===== src/rtl/writeback_stage.sv =====
// rtl/writeback_stage.sv - MEM/WB pipeline register with load alignment, write-back select and retire counter
module writeback_stage #(
    parameter int XLEN  = 32,
    parameter int CNT_W = 64
) (
    input  logic             clk,
    input  logic             rst,
    input  logic             stall,
    input  logic             flush,
    input  logic             m_valid,
    input  logic             m_reg_write,
    input  logic [1:0]       m_result_src,
    input  logic [2:0]       m_funct3,
    input  logic [XLEN-1:0]  m_alu_result,
    input  logic [XLEN-1:0]  m_read_data,
    input  logic [XLEN-1:0]  m_pc_plus4,
    input  logic [XLEN-1:0]  m_imm_ext,
    input  logic [4:0]       m_rd,
    output logic             we3,
    output logic [XLEN-1:0]  wd3,
    output logic [4:0]       a3,
    output logic             w_valid,
    output logic             w_load_err,
    output logic [CNT_W-1:0] instret
);

    logic            w_reg_write;
    logic [1:0]      w_result_src;
    logic [2:0]      w_funct3;
    logic [XLEN-1:0] w_alu_result;
    logic [XLEN-1:0] w_read_data;
    logic [XLEN-1:0] w_pc_plus4;
    logic [XLEN-1:0] w_imm_ext;
    logic [4:0]      w_rd;

    always_ff @(posedge clk or negedge rst) begin
        if (!rst) begin
            w_valid      <= 1'b0;
            w_reg_write  <= 1'b0;
            w_result_src <= 2'b00;
            w_funct3     <= 3'b000;
            w_alu_result <= '0;
            w_read_data  <= '0;
            w_pc_plus4   <= '0;
            w_imm_ext    <= '0;
            w_rd         <= 5'd0;
            instret      <= '0;
        end else if (flush) begin
            w_valid <= 1'b0;
        end else if (!stall) begin
            w_valid      <= m_valid;
            w_reg_write  <= m_reg_write;
            w_result_src <= m_result_src;
            w_funct3     <= m_funct3;
            w_alu_result <= m_alu_result;
            w_read_data  <= m_read_data;
            w_pc_plus4   <= m_pc_plus4;
            w_imm_ext    <= m_imm_ext;
            w_rd         <= m_rd;
            if (m_valid) instret <= instret + CNT_W'(1);
        end
    end

    logic [1:0]      off;
    logic [7:0]      ld_byte;
    logic [15:0]     ld_half;
    logic            size_bad;
    logic [XLEN-1:0] load_val;

    assign off     = w_alu_result[1:0];
    assign ld_byte = w_read_data[{off, 3'b000} +: 8];
    assign ld_half = w_read_data[{off[1], 4'b0000} +: 16];

    always_comb begin
        size_bad = 1'b0;
        load_val = '0;
        case (w_funct3)
            3'b000: load_val = {{(XLEN-8){ld_byte[7]}}, ld_byte};
            3'b100: load_val = {{(XLEN-8){1'b0}}, ld_byte};
            3'b001: begin
                size_bad = off[0];
                load_val = {{(XLEN-16){ld_half[15]}}, ld_half};
            end
            3'b101: begin
                size_bad = off[0];
                load_val = {{(XLEN-16){1'b0}}, ld_half};
            end
            3'b010: begin
                size_bad = (off != 2'b00);
                load_val = w_read_data;
            end
            default: size_bad = 1'b1;
        endcase
    end

    assign w_load_err = w_valid && (w_result_src == 2'b01) && size_bad;

    // Faulting loads deliver 0 so a suppressed write never leaks partial data.
    always_comb begin
        wd3 = '0;
        case (w_result_src)
            2'b00: wd3 = w_alu_result;
            2'b01: wd3 = w_load_err ? '0 : load_val;
            2'b10: wd3 = w_pc_plus4;
            2'b11: wd3 = w_imm_ext;
            default: wd3 = '0;
        endcase
    end

    assign a3  = w_rd;
    assign we3 = w_valid && w_reg_write && (w_rd != 5'd0) && !w_load_err;

endmodule

===== config.mk =====
export PLATFORM = sky130hd
export DESIGN_NAME = writeback_stage
export DESIGN_NICKNAME = d
export VERILOG_FILES = /design/src/rtl/writeback_stage.sv
export SDC_FILE = /design/constraint.sdc
export NUM_CORES = 1
export LEC_CHECK = 0
export ABC_AREA = 1
export CORE_ASPECT_RATIO = 1.1
export CORE_MARGIN = 1
export CORE_UTILIZATION = 40
export CTS_BUF_LIST = sky130_fd_sc_hd__clkbuf_4
export DETAILED_ROUTE_END_ITERATION = 10
export DONT_BUFFER_PORTS = 1
export PLACE_DENSITY = 0.51
export SLEW_MARGIN = 10
export SYNTH_ARGS = -nofsm -noshare
export SYNTH_HDL_FRONTEND = slang
export SYNTH_SLANG_ARGS = --single-unit

===== constraint.sdc =====
create_clock -name clk -period 4.8 [get_ports clk]
set_input_delay 0.48 -clock clk [delete_from_list [all_inputs] [get_ports clk]]
set_output_delay 0.48 -clock clk [all_outputs]
set_load 0.01 [all_outputs]

==> key figures, run 1 <==
Power and ir drop
  • LEAKAGE: 6.13 nW
  • Overall power: 4.32 mW
  • Pwr dens: 331 nW/um2
  • Maximum vdd drop: 0.157 mV

Logic synthesis
  • Post-synth EDFFs: 0
  • Synth Net Count: 1563
  • Synth area leaders: dfrtp_1, nand2_1, inv_1, nand3_1, o21ai_0
  • Primary FF master, synth: dfrtp_1
  • Post-synthesis cell count: 1418
  • Synth area leader: dfrtp_1
  • Top-count cell post-synth: nand2_1
  • Synthesized area per cell: 7.48 um2
  • Synth Warn #: 0
  • Seq/Total Area, Yosys: 0.481
  • Synth top area share: 0.481
  • Post-synth cell types: 32
  • Commonest cells in the netlist: nand2_1, dfrtp_1, inv_1
  • Syn Std Cell Area: 10600 um2
  • #FFs+latches synth: between 200 and 250
  • Async SR Flop Fraction: 1.00

Finish
  • Nets: 1711
  • Fillers: 2685
  • Layout cell share with drive strength beyond 1: 0.0858
  • Fin cells: around 2000
  • Register Area: slightly above 5000 um2
  • Final Instance Area: 13000 um2
  • Area taken by multi-input logic gates: 4640 um2
  • Final cell utilization of the core: 0.500
  • Synth-to-layout area growth: 22.8%

Floorplan
  • Die Height: 173 um
  • Die extent in x: 157 um
  • Core ar.: approximately 26000 um2
  • Row cnt: 62
  • I/O Pins: about 250
  • Starting Density: 0.407
  • DIE AREA: 27200 um2

Clocking
  • Root buf cell: clkbuf_4
  • Clock Sinks: 204
  • Setup bufs post-CTS: 0
  • TritonCTS clock tree: yes
  • Clk_lat worst skew: roughly 660 ps
  • CTS Buf Count: 56
  • Clock Path Buffers: 3
  • H-tree depth: 2
  • Clk slew on worst S/H paths: 60 ps
  • Hold_buf cts: between 100 and 150

Placed design
  • DP HPWL: 23600 um
  • Post-Place Setup Slack: 1800 ps
  • Placed cell areas: 10900 um2
  • IO Port Bufs: 0
  • Routability cong.: 0.866
  • Post-Place Cells: 1719

Timing
  • Final setup TNS: 0 ps
  • Final Slew Violations: 0
  • Fin crit share: 0.778
  • Minimum period implied by the final worst setup slack: between 3000 and 4000 ps
  • Setup violators final: 0
  • Fmax: 268 MHz
  • Worst slew pin tran: 1070 ps
  • Slew HR: 0.283
  • Final worst slack: 1070 ps
  • Hold WS: -500 ps
  • RSZ-0062 raised after global routing: false
  • Final setup skew: 26.3 ps
  • Final hold violation count: between 200 and 250

Setup path
  • Worst-path maximum fanout: 36
  • Worst Path Required: roughly 4300 ps
  • Reg2Reg Depth: 8
  • Setup Crit Path Kind: reg2out
  • Worst R2R End: instret[58]
  • Crit end category: output port
  • Worst r2r src: instret[1]
  • Crit path launch type: flop
  • FF-to-FF setup slack: 2730 ps
  • Crit path from: w_alu_result[1]
  • Crit path DAT: 3250 ps

Route
  • WL/cell: 17.4 um
  • WL final: around 34000 um
  • First-pass DRT Iterations: 5
  • Via-to-Cell Ratio: approximately 5.0
  • DR iter-0 viols: 687
  • Via count: 9822
  • Number of remaining DRC errors: 0
  • Post-route ant nets: 0

GRT
  • GRT overflow: 0
  • Vias in the first global route: ~10000
  • Initial antenna violation count: 7
  • Global-route wire length before repair: 53800 um
  • Largest net degree at the start of global routing: just over 200
  • Total track usage: 0.255

Outcome
  • Outcome: finished, violations left
  • Failing checks: negative hold slack

Hold path
  • Hold WC Path Type: in2async

Run
  • Max-Cap Viols: 0
==> layer usage <==
| metal | track usage | vias up | share of wire |
|---|---|---|---|
| met4 | 0.121 | 0 | 0.043 |
| li1 | - | 4844 | - |
| met3 | 0.0669 | 87 | 0.071 |
| met1 | 0.300 | 4571 | 0.40 |
| met5 | 0 | - | 0 |
| met2 | 0.429 | 320 | 0.48 |
==> cells in the final DEF, fill, tap and decap left out, drive strengths merged <==
| master | instances |
|---|---|
| and2 | 1 |
| nand2 | 504 |
| buf | 8 |
| dlygate4sd3 | 141 |
| nand3b | 14 |
| a21oi | 2 |
| o22ai | 32 |
| o311ai | 1 |
| nand4 | 23 |
| nor3 | 22 |
| o211ai | 8 |
| xor2 | 25 |
| and3 | 1 |
| o21ai | 112 |
| nand3 | 116 |
| clkbuf | 90 |
| dfrtp | 204 |
| nor4 | 3 |
| clkinv | 10 |
| inv | 171 |
| xnor2 | 19 |
| nor2 | 101 |
| diode | 7 |
| ha | 1 |
==> worst max path at each step <==
stage	cells past startpoint	slack (ps)	endpoint
floorplan	7	2970	wd3[21]
global placement	8	1900	wd3[31]
detailed placement	8	1800	wd3[11]
CTS	8	1050	wd3[11]
global route	6	820	wd3[19]
finish	8	1070	wd3[17]
==> repair_timing <==
item                                    in CTS  in global routing
endpoints found under the setup margin       0                  0
resized for setup                            0                  0
hold endpoints to repair                   344                204
==> registers in the layout, summed over array words and instances, names as in the netlist, 2 cells and up <==
| name | cells |
|---|---|
| instret | 64 |
| w_alu_result | 32 |
| w_imm_ext | 32 |
| w_pc_plus4 | 32 |
| w_read_data | 32 |
| a3 | 5 |
| w_funct3 | 3 |
| w_result_src | 2 |
==> report_power, final <==
group,internal (mW),leakage (nW),switching [mW]
clock network,0.841,0.437,0.734
registers,1.89,2.58,0.145
logic,0.264,3.11,0.442
total,2.99,6.13,1.32
==> critical path: stages, from the launching register on <==
cell and delay, ps:
dfrtp_1 960, inv_1 140, a21oi_1 140, o21ai_0 90, nand2_1 90, nand2_1 640, nand3_1 290, nand3_1 100
nand3_1 170
==> final cells by class <==
class / count / share of cell area
multi-input combinational: 985 / 0.356
clock inverter: 11 / 0.00317
inverter: 170 / 0.0490
clock buffer: 90 / 0.0519
timing repair buffer: 149 / 0.113
sequential: 204 / 0.392
tap: 352 / 0.0338
antenna: 7 / 0.00134
==> logic make-up (layout without fill, tap and decap cells) <==
kind of cell / count (synthesis) / count (layout) / share of synthesized area
AND/OR/NAND/NOR: 785 / 785 / 0.320
buffers and inverters: 229 / 420 / 0.0823
flip-flops: 204 / 204 / 0.481
AO/OA/AOI/OAI: 155 / 155 / 0.0791
XOR/XNOR: 44 / 44 / 0.0363
adder cells (fa/ha/maj): 1 / 1 / 0.00118
other: 0 / 7 / 0
No activity file was read; power rests on OpenSTA's default activity.
==> inputs of run 2 (changes only) <==
Settings changed: PLACE_DENSITY 0.51 to 0.53.
Clock period 4.8 ns to 3.21 ns, I/O delays scaled along.
==> run 2 against run 1 <==
  * The run still ends with negative hold slack left
  * Worst hold slack worse by 170 ps
  * Flip-flop and latch count unchanged
  * Total power up 53%
  * Clock-buffer cell count shrank 5
  * Combinational power rose by 53%
  * Critical path type unchanged
  * Largest power group unchanged
  * Highest routed layer unchanged
==> key figures, run 2 (synthesized netlist as in run 1, its figures left out) <==
Setup path
  • Crit end category: output port (unchanged)
  • Worst r2r src: instret[1] (unchanged)
  • Crit path largest cell delay: 560 ps (was 960 ps)
  • Worst R2R End: instret[58] (unchanged)
  • Worst Path Required: 2890 ps (was 4320 ps)
  • Worst-path maximum fanout: 19 (was 36)
  • Setup Crit Path Kind: reg2out (unchanged)
  • Reg2Reg Depth: 8 (unchanged)
  • FF-to-FF setup slack: 1200 ps (was 2730 ps)
  • Crit path launch type: flop (unchanged)
  • CP max stage cell: dfrtp_1 (unchanged)
  • Crit path DAT: 2660 ps (was 3250 ps)
  • CP Cell Sequence: o21ai_0, nand3_1, buf_4, nand3_1, nand3_1, nand3_1 (was inv_1, a21oi_1, o21ai_0, nand2_1, nand2_1, nand3_1, nand3_1, nand3_1)
  • CP most frequent cell: nand3_1 (unchanged)

Timing
  • Final setup skew: 31.7 ps (was 26.3 ps)
  • Slew HR: 0.340 (was 0.283)
  • Final hold violation count: 204 (unchanged)
  • Setup violators final: 0 (unchanged)
  • Hold WS: -668 ps (was -500 ps)
  • Final setup TNS: 0 ps (unchanged)
  • Fin crit share: 0.927
  • Worst slew pin tran: 990 ps (was 1070 ps)
  • Final Slew Violations: 0 (unchanged)
  • RSZ-0062 raised after global routing: false (unchanged)
  • Fmax: roughly 340 MHz
  • Minimum period implied by the final worst setup slack: ~3000 ps

Placed design
  • DP HPWL: 23400 um (was 23600 um)
  • IO Port Bufs: 0 (unchanged)
  • Routability cong.: 0.901 (was 0.866)

GRT
  • GRT overflow: 0 (unchanged)
  • Largest net degree at the start of global routing: 230 (was 205)
  • Global-route wire length before repair: 53800 um (unchanged)
  • Initial antenna violation count: 5 (was 7)
  • Vias in the first global route: 10200 (was 10100)
  • Total track usage: 0.254 (was 0.255)

Clocking
  • Setup bufs post-CTS: 0 (unchanged)
  • Clock Path Buffers: 3 (unchanged)
  • Hold_buf cts: 143 (was 141)
  • CTS Buf Count: 57 (was 56)
  • Clk slew on worst S/H paths: 70 ps (was 60 ps)
  • H-tree depth: 2 (unchanged)
  • Root buf cell: clkbuf_4 (unchanged)
  • Clock Sinks: 204 (unchanged)
  • Clk_lat worst skew: 700 ps (was 660 ps)
  • TritonCTS clock tree: yes (unchanged)

Power and ir drop
  • LEAKAGE: 6.17 nW (was 6.13 nW)
  • Maximum vdd drop: 0.249 mV (was 0.157 mV)
  • Pwr dens: 503 nW/um2 (was 331 nW/um2)

Finish
  • Layout cell share with drive strength beyond 1: 0.0866 (was 0.0858)
  • Synth-to-layout area growth: 23.8% (was 22.8%)
  • Largest register FFs: 64 (unchanged)
  • Most common cell after layout, fill and taps aside: nand2_1 (unchanged)
  • Fillers: 2662 (was 2685)
  • Most flops, register: instret (unchanged)
  • Nets: 1719 (was 1711)
  • Most frequent cells in the layout: nand2_1, dfrtp_1, inv_1 (unchanged)

Route
  • Via-to-Cell Ratio: 5.05 (was 4.99)
  • Number of remaining DRC errors: 0 (unchanged)
  • Post-route ant nets: 0 (unchanged)
  • WL/cell: 17.4 um (about the same)
  • WL final: 34300 um (was 34200 um)
  • DR iter-0 viols: 746 (was 687)
  • Via count: 9977 (was 9822)
  • First-pass DRT Iterations: 5 (unchanged)

Outcome
  • Outcome: finished, violations left (unchanged)
  • Failing checks: negative hold slack (unchanged)

Floorplan
  • Die extent in x: 157 um (unchanged)
  • Row cnt: 62 (unchanged)
  • I/O Pins: 248 (unchanged)
  • Core ar.: 26100 um2 (unchanged)
  • Die Height: 173 um (unchanged)
  • DIE AREA: 27200 um2 (unchanged)
  • Starting Density: 0.407 (unchanged)

Run
  • Max-Cap Viols: 0 (unchanged)

Hold path
  • Hold WC Path Type: in2async (unchanged)
-- run 2: cell types whose count changed in the layout (fill, tap and decap cells not counted), sizes merged --
cell         previous run  this run
buf                     8        13
clkbuf                 90        85
clkinv                 10        15
bufinv                  0         2
diode                   7         5
dlygate4sd3           141       143
inv                   171       170
-- run 2: routing by layer --
metal  global-route usage  share of wire  vias up
met5                    0              0        -
met4               0.0991          0.031        0
met3               0.0609          0.064       77
met2                0.445           0.50      302
met1                0.295           0.40     4744
li1                     -              -     4854
-- run 2: worst max path at each step --
stage | startpoint | end | slack [ps] | depth (start not counted)
floorplan | w_alu_result[1] | wd3[21] | 1540 | 7
CTS | w_alu_result[1] | wd3[23] | 210 | 6
global placement | w_alu_result[1] | wd3[31] | 780 | 8
detailed placement | w_alu_result[1] | wd3[14] | 750 | 8
finish | w_alu_result[1] | wd3[23] | 230 | 6
global route | w_alu_result[1] | wd3[24] | 100 | 6
-- run 2: worst max-delay path, delay by kind of cell (launching register included) --
family | cells | cell delay (ps)
AOI/OAI and AO/OA | 1 | 320
and+or+nand+nor | 4 | 760
DFF | 1 | 560
buffers and inverters | 1 | 350
-- run 2: cell type report --
class                   count  area [um2]  area share
inverters                 170         638      0.0486
clock buffers              85         638      0.0486
flip-flops and latches    204        5100       0.389
multi-input cells         985        4640       0.353
well taps                 352         440      0.0335
clock inverters            17         116     0.00886
diodes                      5        12.5    0.000953
repair buffers            156        1540       0.117
-- run 2: power by group --
group,switching (mW),internal (mW),leakage (nW)
Combinational,0.677,0.403,3.15
Sequential,0.211,2.82,2.58
Clock,1.13,1.36,0.446
Total,2.02,4.59,6.17
-- run 2: stage by stage --
stage	utilization	instances	setup slack [ps]	total power, mW	cell area [um2]
floorplan	-	1418	1540	3.71	10600
global placement	0.419	1724	777	3.98	10900
detailed placement	0.419	1724	748	4.00	10900
CTS	0.503	1969	210	6.67	13100
global route	0.504	1974	98.7	6.97	13100
finish	0.504	1974	233	6.61	13100
-- run 2: repair_timing --
item                                    4_1_cts  5_1_grt
resized for setup                             1        0
endpoints found under the hold margin       348      204
endpoints found under the setup margin        2        0
